<file path="src/rtl/micro_sequencer.sv">
// Hardwired fetch/execute micro-sequencer for the 8-bit accumulator CPU.
// Every control word is registered and held for HOLD_CYCLES clocks so the PC's alternating increment stays in step.
module micro_sequencer #(
    parameter int HOLD_CYCLES = 2,
    parameter int OPW         = 8
) (
    input  logic           clk,
    input  logic           rst_n,
    input  logic           start,
    input  logic [OPW-1:0] ir_opcode,
    input  logic           acc_neg,
    output logic [15:0]    control_signals,
    output logic           busy,
    output logic           halted
);

    localparam int HW = (HOLD_CYCLES > 1) ? $clog2(HOLD_CYCLES) : 1;
    localparam logic [HW-1:0] HOLD_LAST = HW'(HOLD_CYCLES - 1);

    // Control bit map shared by every datapath block
    localparam logic [15:0] C_MAR_PC   = 16'h0001;
    localparam logic [15:0] C_MBR_MEM  = 16'h0002;
    localparam logic [15:0] C_IR_MBR   = 16'h0004;
    localparam logic [15:0] C_MAR_MBR  = 16'h0008;
    localparam logic [15:0] C_PC_INC   = 16'h0010;
    localparam logic [15:0] C_MBR_ACC  = 16'h0020;
    localparam logic [15:0] C_MEM_MBR  = 16'h0040;
    localparam logic [15:0] C_BR_MBR   = 16'h0080;
    localparam logic [15:0] C_ACC_CLR  = 16'h0100;
    localparam logic [15:0] C_PC_MBR   = 16'h0200;
    localparam logic [15:0] C_ACC_ADD  = 16'h0400;
    localparam logic [15:0] C_ACC_SUB  = 16'h0800;
    localparam logic [15:0] C_ACC_AND  = 16'h1000;
    localparam logic [15:0] C_ACC_OR   = 16'h2000;
    localparam logic [15:0] C_ACC_NOT  = 16'h4000;
    localparam logic [15:0] C_HALT     = 16'h8000;

    localparam logic [OPW-1:0] OP_STORE  = OPW'(8'h01);
    localparam logic [OPW-1:0] OP_LOAD   = OPW'(8'h02);
    localparam logic [OPW-1:0] OP_ADD    = OPW'(8'h03);
    localparam logic [OPW-1:0] OP_SUB    = OPW'(8'h04);
    localparam logic [OPW-1:0] OP_JMPGEZ = OPW'(8'h05);
    localparam logic [OPW-1:0] OP_JMP    = OPW'(8'h06);
    localparam logic [OPW-1:0] OP_HALT   = OPW'(8'h07);
    localparam logic [OPW-1:0] OP_AND    = OPW'(8'h08);
    localparam logic [OPW-1:0] OP_OR     = OPW'(8'h09);
    localparam logic [OPW-1:0] OP_NOT    = OPW'(8'h0A);

    // S_LAUNCH is the single bus-idle cycle between accepting start and the first F0 word
    typedef enum logic [2:0] {
        S_IDLE,
        S_LAUNCH,
        S_FETCH,
        S_EXEC,
        S_HALT
    } state_t;

    state_t         state_q;
    logic [1:0]     step_q;
    logic [HW-1:0]  hold_q;
    logic [OPW-1:0] opcode_q;
    logic [15:0]    cs_q;
    logic           busy_q;
    logic           halted_q;

    function automatic logic [15:0] fetch_word(input logic [1:0] step);
        logic [15:0] w;
        case (step)
            2'd0:    w = C_MAR_PC;
            2'd1:    w = C_MBR_MEM | C_PC_INC;
            default: w = C_IR_MBR | C_MAR_MBR;
        endcase
        return w;
    endfunction

    function automatic logic [15:0] exec_word(input logic [OPW-1:0] op,
                                              input logic [1:0]     step,
                                              input logic           neg);
        logic [15:0] w;
        w = 16'h0000;
        case (op)
            OP_STORE:  w = (step == 2'd0) ? C_MBR_ACC : C_MEM_MBR;
            OP_LOAD:   w = (step == 2'd0) ? C_MBR_MEM :
                           (step == 2'd1) ? (C_BR_MBR | C_ACC_CLR) : C_ACC_ADD;
            OP_ADD:    w = (step == 2'd0) ? C_MBR_MEM :
                           (step == 2'd1) ? C_BR_MBR : C_ACC_ADD;
            OP_SUB:    w = (step == 2'd0) ? C_MBR_MEM :
                           (step == 2'd1) ? C_BR_MBR : C_ACC_SUB;
            OP_JMPGEZ: w = neg ? 16'h0000 : C_PC_MBR;
            OP_JMP:    w = C_PC_MBR;
            OP_HALT:   w = C_HALT;
            OP_AND:    w = (step == 2'd0) ? C_MBR_MEM :
                           (step == 2'd1) ? C_BR_MBR : C_ACC_AND;
            OP_OR:     w = (step == 2'd0) ? C_MBR_MEM :
                           (step == 2'd1) ? C_BR_MBR : C_ACC_OR;
            OP_NOT:    w = C_ACC_NOT;
            default:   w = 16'h0000;
        endcase
        return w;
    endfunction

    function automatic logic [1:0] exec_last(input logic [OPW-1:0] op);
        logic [1:0] n;
        case (op)
            OP_STORE:                                n = 2'd1;
            OP_LOAD, OP_ADD, OP_SUB, OP_AND, OP_OR: n = 2'd2;
            default:                                 n = 2'd0;
        endcase
        return n;
    endfunction

    always_ff @(posedge clk or negedge rst_n) begin
        if (!rst_n) begin
            state_q  <= S_IDLE;
            step_q   <= 2'd0;
            hold_q   <= '0;
            opcode_q <= '0;
            cs_q     <= 16'h0000;
            busy_q   <= 1'b0;
            halted_q <= 1'b0;
        end else begin
            case (state_q)
                S_IDLE: begin
                    if (start) begin
                        state_q <= S_LAUNCH;
                    end
                end
                S_LAUNCH: begin
                    state_q <= S_FETCH;
                    step_q  <= 2'd0;
                    hold_q  <= '0;
                    cs_q    <= fetch_word(2'd0);
                    busy_q  <= 1'b1;
                end
                S_FETCH: begin
                    if (hold_q == HOLD_LAST) begin
                        hold_q <= '0;
                        if (step_q == 2'd2) begin
                            // IR has loaded by now; this is the only edge the opcode and sign are used
                            state_q  <= S_EXEC;
                            step_q   <= 2'd0;
                            opcode_q <= ir_opcode;
                            cs_q     <= exec_word(ir_opcode, 2'd0, acc_neg);
                        end else begin
                            step_q <= step_q + 2'd1;
                            cs_q   <= fetch_word(step_q + 2'd1);
                        end
                    end else begin
                        hold_q <= hold_q + HW'(1);
                    end
                end
                S_EXEC: begin
                    if (hold_q == HOLD_LAST) begin
                        hold_q <= '0;
                        if (step_q == exec_last(opcode_q)) begin
                            step_q <= 2'd0;
                            if (opcode_q == OP_HALT) begin
                                state_q  <= S_HALT;
                                cs_q     <= C_HALT;
                                busy_q   <= 1'b0;
                                halted_q <= 1'b1;
                            end else begin
                                state_q <= S_FETCH;
                                cs_q    <= fetch_word(2'd0);
                            end
                        end else begin
                            step_q <= step_q + 2'd1;
                            cs_q   <= exec_word(opcode_q, step_q + 2'd1, 1'b0);
                        end
                    end else begin
                        hold_q <= hold_q + HW'(1);
                    end
                end
                S_HALT: begin
                    cs_q     <= C_HALT;
                    busy_q   <= 1'b0;
                    halted_q <= 1'b1;
                end
                default: begin
                    state_q <= S_IDLE;
                    cs_q    <= 16'h0000;
                    busy_q  <= 1'b0;
                end
            endcase
        end
    end

    assign control_signals = cs_q;
    assign busy            = busy_q;
    assign halted          = halted_q;

endmodule

</file>
<file path="config.mk">
export PLATFORM = sky130hd
export DESIGN_NAME = micro_sequencer
export DESIGN_NICKNAME = d
export VERILOG_FILES = /design/src/rtl/micro_sequencer.sv
export SDC_FILE = /design/constraint.sdc
export NUM_CORES = 1
export LEC_CHECK = 0
export CORE_MARGIN = 5
export CORE_UTILIZATION = 60
export DETAILED_ROUTE_END_ITERATION = 10
export DONT_BUFFER_PORTS = 1
export PLACE_DENSITY = 0.74
export SYNTH_ARGS = -nofsm -noshare
export SYNTH_HDL_FRONTEND = slang
export SYNTH_SLANG_ARGS = --single-unit
export TNS_END_PERCENT = 50
</file>
<file path="constraint.sdc">
create_clock -name clk -period 2 [get_ports clk]
set_clock_uncertainty 0.05 [all_clocks]
set_input_delay 0.6 -clock clk [delete_from_list [all_inputs] [get_ports clk]]
set_output_delay 0.6 -clock clk [all_outputs]
set_load 0.01 [all_outputs]
</file>
## After elaboration in Yosys (flattened, before gate mapping)

Cells that the tools add are included.
W data, S select, Z words.

- Word-level logic and storage cells: 107
- Bits in registers: 32
- Memories kept: 0
- Memory bits (read-only): 0
- Memory bits (writable): 0
- Output and inout port bits: 18
- Bits of input ports: 12
- Bits in latches: 0

- Multiplexer cells: 46
- Eq/ne operators: 33
- Magnitude comparators: 0
- $mul: 0
- Shift operators: 0
- Div/mod/pow operators: 0
- Reduce and logical (&&, ||, !) cells: 16
- Add/sub/neg operators: 2
- Bitwise logic cells: 3

Operators with widths:

| operator | count |
|---|---|
| $pmux W16 S9 | 1 |
| $pmux W16 S6 | 1 |
| $mux W16 | 5 |
| $pmux W16 S5 | 1 |
| $eq A8 B3 Y1 const B | 8 |
| $eq A8 B4 Y1 const B | 6 |
| $mux W11 | 4 |
| $eq A8 B2 Y1 const B | 4 |
| $mux W14 | 2 |
| $mux W13 | 2 |
| $mux W12 | 2 |
| $mux W3 | 6 |
| $eq A8 B1 Y1 const B | 2 |
| $pmux W3 S5 | 1 |
| $mux W2 | 6 |
| $ne A2 B2 Y1 const B | 6 |
| $mux W10 | 1 |
| $pmux W5 S2 | 1 |
| $reduce_or A5 Y1 | 2 |
| $reduce_and A3 Y1 | 3 |
| $reduce_and A4 Y1 | 2 |
| $mux W1 | 7 |
| $mux W7 | 1 |
| $eq A3 B2 Y1 const B | 2 |
| other kinds (18) | 24 |

## Longest topological paths before layout

Gate-level depths: netlist (run 1).

- Depth after elaboration: 9
- Gate-level depth with buffers: 8
- Depth with buffers taken out: 7

## Worst setup path after synthesis (run 1)

No wires, ideal clock.

- Kind: input to register
- From: input ir_opcode[3]
- To: register cs_q[15] (netlist: control_signals[15])
- Data arrival time: 1668 ps
- Setup time: 64 ps
- Slack: 219 ps
- Data required time: 1886 ps
- Buffers on the path: 0
- Stages: 4
- Cells stage by stage: or4_4 or3_1 o221ai_1 a22o_2

- Word-level cells in the longest chain between the ends: 6
- Elaborated cells between the ends (all ways): 15
- Those cells by class: eq/ne (10); mux (4); reduce/logical (1)

Ends and longest elaborated chain:

| item | line | source |
|---|---|---|
| start, declared | 10 | `input logic [OPW-1:0] ir_opcode,` |
| $eq A8 B4 Y1 (tied with other cells) | 81 | `case (op)` |
| $reduce_or A5 Y1 (no line) | - |  |
| $pmux W16 S6 (*) | 81 |  |
| $mux W16 (*) | 138 | `if (step_q == 2'd2) begin` |
| $mux W16 (*) | 136 | `if (hold_q == HOLD_LAST) begin` |
| $pmux W16 S5 (*) | 122 | `case (state_q)` |
| end signal, assigned | 132 | `cs_q <= fetch_word(2'd0);` |
| end signal, assigned | 143 | `cs_q <= exec_word(ir_opcode, 2'd0, acc_neg);` |
| end signal, assigned | 146 | `cs_q <= fetch_word(step_q + 2'd1);` |
| end, declared | 62 | `logic [15:0] cs_q;` |

Mark *: on every way between the ends. The rest lies on a longest branch, timed or not. The select of a mux whose other input is x is not followed.
A chain may end at the register's enable or synchronous reset.

## Final worst setup path (run 1)

- From: register state_q[1]
- To: register cs_q[15] (netlist: control_signals[15])

- Word-level cells in the longest chain between the ends: 3
- Elaborated cells between the ends (all ways): 10
- Those cells by class: eq/ne (6); mux (1); bitwise (1); reduce/logical (2)

Ends and longest elaborated chain:

| item | line | source |
|---|---|---|
| start, declared | 58 | `state_t state_q;` |
| start signal, assigned | 114 | `state_q <= S_IDLE;` |
| start signal, assigned | 125 | `state_q <= S_LAUNCH;` |
| start signal, assigned | 129 | `state_q <= S_FETCH;` |
| $eq A3 B2 Y1 / $logic_not A3 Y1 (equally long branches) | 122 |  |
| $ne A2 B2 Y1 (no line) / $not A1 Y1 (equally long branches) | - |  |
| $reduce_and A3 Y1 (no line) | - |  |

Parallel ways exist; a longest one is shown, timed or not.

==> results of run 1 <==
-- worst max path at each step --
stage                      startpoint                         endpoint  cells after the start
2_1_floorplan            ir_opcode[3]  control_signals[15]$_DFFE_PN0P_                      4
3_3_place_gp   state_q[1]$_DFFE_PN0P_  control_signals[15]$_DFFE_PN0P_                      5
3_5_place_dp   state_q[1]$_DFFE_PN0P_  control_signals[15]$_DFFE_PN0P_                      5
4_1_cts        state_q[1]$_DFFE_PN0P_  control_signals[15]$_DFFE_PN0P_                      5
5_1_grt         step_q[0]$_DFFE_PN0P_  control_signals[15]$_DFFE_PN0P_                      6
6_report       state_q[1]$_DFFE_PN0P_  control_signals[15]$_DFFE_PN0P_                      5
-- stage by stage --
stage	utilization (%)	total power (W)	hold WS [ps]	std cells	setup slack [ps]
global route	70.2	0.00263	-2.14	236	1.14
floorplan	-	0.00168	254	192	219
finish	70.2	0.00243	20.0	236	81.5
global placement	66.8	0.00198	255	228	137
detailed placement	66.8	0.00202	255	228	161
CTS	69.5	0.00240	23.2	236	118
-- power groups by stage --
| stage | clock network, W | logic [W] | registers, W |
|---|---|---|---|
| detailed placement | 0 | 0.00101 | 0.00101 |
| CTS | 0.000382 | 0.00102 | 0.000997 |
| global route | 0.000432 | 0.00116 | 0.00104 |
| global placement | 0 | 0.000977 | 0.000998 |
| finish | 0.000379 | 0.00104 | 0.00100 |
| floorplan | 0 | 0.000760 | 0.000921 |
-- logic make-up (layout without fill, tap and decap cells) --
family	after synthesis	in the layout
adders and majority gates	5	5
and+or+nand+nor	79	79
muxes	6	6
AOI/OAI and AO/OA	54	54
DFF	31	31
buffers and inverters	17	30
-- metal layers --
metal / vias to the layer above / global-route usage (%)
met5: - / 0
met4: 0 / 12.2
met3: 15 / 6.30
met2: 78 / 34.7
met1: 752 / 29.7
li1: 730 / -
-- worst max-delay path, cell delays in order, from the launching register on --
cell      delay, ps
dfrtp_1         500
inv_2           120
or4_4           530
or3_1           310
o221ai_1        190
a22o_2          170
-- flip-flops by register name (all words and copies together) (netlist names) --
| signal | flops |
|---|---|
| state_q | 3 |
| control_signals | 15 |
| step_q | 2 |
| hold_q | 1 |
| halted | 1 |
| opcode_q | 8 |
| busy | 1 |
-- layout make-up --
| type | instances | area [um2] | area share [%] |
|---|---|---|---|
| clock buffers | 6 | 51.3 | 2.63 |
| clock inverters | 1 | 5.00 | 0.256 |
| multi-input cells | 144 | 923 | 47.3 |
| repair buffers | 16 | 133 | 6.79 |
| well taps | 31 | 38.8 | 1.99 |
| inverters | 7 | 26.3 | 1.35 |
| flip-flops and latches | 31 | 776 | 39.7 |
-- layout by cell type, fill, tap and decap left out, drive strengths merged, types with 2 or more instances in the layout --
master  count
nor4b       3
nor3        2
clkbuf      6
nor4bb      2
buf        16
a221oi      2
nor3b       3
ha          5
o21ai      25
nand2      27
a41oi       2
or4         2
mux2        6
a21oi       6
a22o        2
nor4        4
o31ai       3
and4        2
dfrtp      31
inv         7
and2        3
nor2       10
a32oi       3
a22oi       3
nand3       8
nand4       2
nor2b       6
-- timing repair --
action                                  4_1_cts  5_1_grt
resized for setup                             0        3
hold buffers                                  1        0
endpoints found under the setup margin        0        7
endpoints found under the hold margin        31        0
==> results.md, run 1 <==
- Initial core utilization: about 63%
- Htree depth: 2
- TritonCTS buffer count: 5
- Syn_area_per_cell: 9.12 um2
- Antenna violations before repair: 0
- Die Area: just over 4000 um2
- Synth Area in Compound Gates: 19.7%
- Final Cell Area: between 1500 and 2000 um2
- Clk Latency, worst-skew pair: ~340 ps
- Top Layer Used: met4
- Async set-or-reset flop fraction in the synthesized netlist: 100%
- Placed Area: ~1900 um2
- Switching pwr: just over 0.001 W
- Worst EP required: between 2000 and 2500 ps
- Register area share after synthesis: around 44%
- Clock Power Share: between 10% and 20%
- Hold Fails Final Rpt: 0
- Gpl congestion: around 0.97
- Met1 wire length: between 1500 and 2000 um
- Vias in the first global route: between 1500 and 2000
- Post-synth EDFFs: 0
- Status: complete, no violations
- Met2 Wirelength: approximately 2000 um
- Post-DRT Antenna Nets: 0
- Number of post-CTS setup repair buffers: 0
- Core Area: roughly 2800 um2
- Commonest cells in the netlist: dfrtp_1 (31), nand2_1 (27), o21ai_0 (25)
- Row cnt: 19
- Max clock buf depth: 2
- Met3 wire length: 408 um
- Largest net degree at the start of global routing: 32
- Switching share of total power: between 40% and 50%
- Synth area leaders: dfrtp_1 (44%), o21ai_0 (7.1%), nand2_1 (5.8%)
- Total track usage: a little under a quarter
- Slew headroom: between 70% and 80%
- Critical R2R Launch: state_q[1]$_DFFE_PN0P_
- DRT Pass-1 Iters: 4
- Worst R2R End: control_signals[15]$_DFFE_PN0P_
- Synth area leader: dfrtp_1
- Internal power: 0.00141 W
- Worst r2r path cells: 5
- CTS root buffer: clkbuf_4
- # diodes: 0
- Startpoint types: register
- Post-Synth Adder-Cell Area: under 10%
- TritonCTS Sinks: 31
- Fill cell count: ~230
- Pins over their slew limit: 0
- Synth Register Bits: 31
- Post-Syn Instances: approximately 190
- Chip Height: around 64 um
- Max-cap violations: 0
- Wirelength per Cell: ~18 um
- CTS tree: built
- Synth warn: 0
- Synthesized area: ~1800 um2
- # setup viols final: 0
- DR vias: roughly 1600
- Synth top area share: about 44%
- Crit Path Max Fanout: 8
- Routed WL: between 4000 and 5000 um
- RSZ-0062 raised after global routing: true
- Initial DRC count: slightly above 70
- Post-synthesis mux area share: 3.86%
- Worst Tran Pin Value: a little under 400 ps
- Maximum vdd drop: about 0.9 mV
- Min Tclk post-route: approximately 1900 ps
- Pwr per Cell Area: ~1200 nW/um2
- Syn Nets: approximately 210
- Arr. time, crit path: 2150 ps
- Leak: between 0.8 and 0.9 nW
- CP endpoint kind: register
- First-pass GRT wire length: ~7400 um
- R2R Setup Slk: ~80 ps
- IO Count: 30
- Netlist cell types: 46
- Largest family of logic cells by synthesized area: simple AND/OR/NAND/NOR gates
- CP Class: register to register
- Synth Flop Type: dfrtp_1
- Tightest Hold Check Type: input pin to async pin
- Clock-pin slew on the worst setup and hold paths: ~100 ps
- Die width: 64.0 um
- Top-count cell post-synth: dfrtp_1
- Global route overflow: 0
- Synth Area in Simple Gates: 24.5%
- Flop pwr share: between 40% and 50%
- DR vias/cell: ~6.7
- DP HPWL: roughly 3200 um
- Nets@finish: ~220
- Layout cells sized above 1: a little under a fifth
- Max Freq: roughly 520 MHz
- Comb power frac: a little over two fifths
- Tcrit/Tclk final: between 90% and 100%
- DRC Markers: 0
- PortBufs: 0
- XOR/XNOR Fraction of Synth Area: 0%
- Setup total negative slack: 0 ps
- Area Overhead vs Synth: 11.5%
No activity file was read; power rests on OpenSTA's default activity.
==> inputs of run 2 (changes only) <==
Settings changed: HOLD_SLACK_MARGIN from default to 0.02.
==> run 2 against run 1 <==
Via count shrank 1.7%. Worst setup slack better by 2.8 ps. Clock power barely moved. Critical path depth did not move. First-iteration DRC count did not move. Core utilization up 0.36 points. Sequential share of layout area shrank 0.20 points. Combinational power about the same. Critical endpoint unchanged. Highest routed layer unchanged.
==> results.md, run 2 (synthesis gave the netlist of run 1 again) <==
- Status: complete, no violations
- # diodes: 0 (unchanged)
- PortBufs: 0 (unchanged)
- Worst EP required: 2240 ps (about the same)
- Max reg flops: 15 (unchanged)
- DRC Markers: 0 (unchanged)
- Clk Latency, worst-skew pair: 340 ps (about the same)
- Arr. time, crit path: 2150 ps (about the same)
- Clock-pin slew on the worst setup and hold paths: 100 ps (about the same)
- DR vias/cell: 6.54 (-2.1%)
- Hold Fails Final Rpt: 0 (unchanged)
- Maximum vdd drop: 0.878 mV (+0.21%)
- Most frequent cells in the layout: dfrtp_1 (31), nand2_1 (27), o21ai_0 (25)
- Final Cell Area: 1960 um2 (+0.51%)
- Layout cells sized above 1: 18.0% (-0.088 points)
- DP HPWL: 3200 um (unchanged)
- Htree depth: 2 (unchanged)
- Hold Path Stages: 1
- Leak: 0.830 nW (+0.51%)
- Core Area: 2780 um2 (unchanged)
- Overall power consumption: 0.00243 W (+0.28%)
- Tcrit/Tclk final: 95.8% (-0.14 points)
- Gpl congestion: 0.970 (unchanged)
- RSZ-0062 raised after global routing: true
- Worst R2R End: control_signals[15]$_DFFE_PN0P_
- Global route overflow: 0 (unchanged)
- Total track usage: 22.9% (unchanged)
- Initial DRC count: 71 (unchanged)
- Min-delay src: ir_opcode[4]
- First-pass GRT wire length: 7400 um (unchanged)
- Tightest Hold Check Type: input pin to register
- Initial core utilization: 63.0% (unchanged)
- Max Freq: 522 MHz (+0.14%)
- Vias in the first global route: 1568 (unchanged)
- R2R Setup Slk: 80 ps (about the same)
- Min Tclk post-route: 1920 ps (-2.77 ps)
- Largest net degree at the start of global routing: 32 (unchanged)
- Area Overhead vs Synth: 12.1%
- IO Count: 30 (unchanged)
- Placed Area: 1860 um2 (unchanged)
- CP Class: register to register
- Die width: 64.0 um (unchanged)
- Pwr per Cell Area: 1240 nW/um2 (-0.23%)
- Worst Tran Pin Value: 390 ps (+1.96 ps)
- Slew headroom: 73.8% (-0.13 points)
- Max clock buf depth: 2 (unchanged)
- Worst setup margin: 84.3 ps (+2.77 ps)
- DR vias: 1549 (-1.7%)
- # setup viols final: 0 (unchanged)
- DRT Pass-1 Iters: 4 (unchanged)
- CP endpoint kind: register
- CTS root buffer: clkbuf_4
- Crit Path Max Fanout: 8 (unchanged)
- Nets@finish: 223 (+0.45%)
- Startpoint types: register
- Die Area: 4100 um2 (unchanged)
- Antenna violations before repair: 0 (unchanged)
- Chip Height: 64.0 um (unchanged)
- Critical R2R Launch: state_q[1]$_DFFE_PN0P_
- Hold Slack: 354 ps (+334 ps)
- Wirelength per Cell: 18.2 um (-0.49%)
- Post-DRT Antenna Nets: 0 (unchanged)
- Max-cap violations: 0 (unchanged)
- Pins over their slew limit: 0 (unchanged)
- TritonCTS Sinks: 31 (unchanged)
- Row cnt: 19 (unchanged)
- Most common cell after layout, fill and taps aside: dfrtp_1
- Pre-CTS setup slack: 161 ps (unchanged)
- Routed WL: 4320 um (about the same)
- TritonCTS buffer count: 5 (unchanged)
- Worst r2r path cells: 5 (unchanged)
- Setup total negative slack: 0 ps (unchanged)
- CTS tree: built
- Hold endpoint: opcode_q[4]$_DFFE_PN0P_
==> run 2: changes by cell type in the layout (fill, tap and decap cells not counted), sizes merged <==
cell / change
dlygate4sd3: +1
==> run 2: worst max path at each step <==
stage / start / to / slack (ps) / cells past startpoint
5_1_grt: step_q[0]$_DFFE_PN0P_ / control_signals[15]$_DFFE_PN0P_ / 1 / 6
6_report: state_q[1]$_DFFE_PN0P_ / control_signals[15]$_DFFE_PN0P_ / 80 / 5
3_3_place_gp: state_q[1]$_DFFE_PN0P_ / control_signals[15]$_DFFE_PN0P_ / 140 / 5
2_1_floorplan: ir_opcode[3] / control_signals[15]$_DFFE_PN0P_ / 220 / 4
3_5_place_dp: state_q[1]$_DFFE_PN0P_ / control_signals[15]$_DFFE_PN0P_ / 160 / 5
4_1_cts: state_q[1]$_DFFE_PN0P_ / control_signals[15]$_DFFE_PN0P_ / 120 / 5
==> run 2: area by class of cell <==
type | instances | area [um2]
Clock buffer | 6 | 51.3
Clock inverter | 1 | 5.00
Fill cell | 233 | 818
Inverter | 7 | 26.3
Multi-Input combinational cell | 144 | 923
Sequential cell | 31 | 776
Tap cell | 31 | 38.8
Timing Repair Buffer | 17 | 143
==> run 2: worst max-delay path, stage by stage, from the launching register on <==
cell	delay, ps
dfrtp_1	500
inv_2	110
or4_4	530
or3_1	310
o221ai_1	190
a22o_2	170
==> run 2: routing by layer <==
layer / routed length [um] / part of all wire [%] / GRT usage [%]
met5: 0 / 0 / 0
met4: 112 / 2.6 / 12.2
met3: 371 / 8.6 / 6.30
met2: 1980 / 46 / 34.7
met1: 1860 / 43 / 29.7
==> run 2: through the flow <==
| step | util, % | instances |
|---|---|---|
| finish | 70.6 | 237 |
| detailed placement | 66.8 | 228 |
| global placement | 66.8 | 228 |
| global route | 70.6 | 237 |
| CTS | 69.5 | 236 |
| floorplan | - | 192 |
==> run 2: timing repair <==
item,in CTS,in global routing
endpoints found under the setup margin,0,7
buffers inserted,0,0
hold buffers,1,1
hold endpoints to repair,31,13
resized for setup,0,3
==> run 2: power breakdown <==
part | switching (W) | total, W | internal [W] | leakage (nW)
Combinational | 0.000582 | 0.00105 | 0.000466 | 0.397
Clock | 0.000218 | 0.000380 | 0.000163 | 0.0341
Sequential | 0.000223 | 0.00100 | 0.000782 | 0.398
Total | 0.00102 | 0.00243 | 0.00141 | 0.830
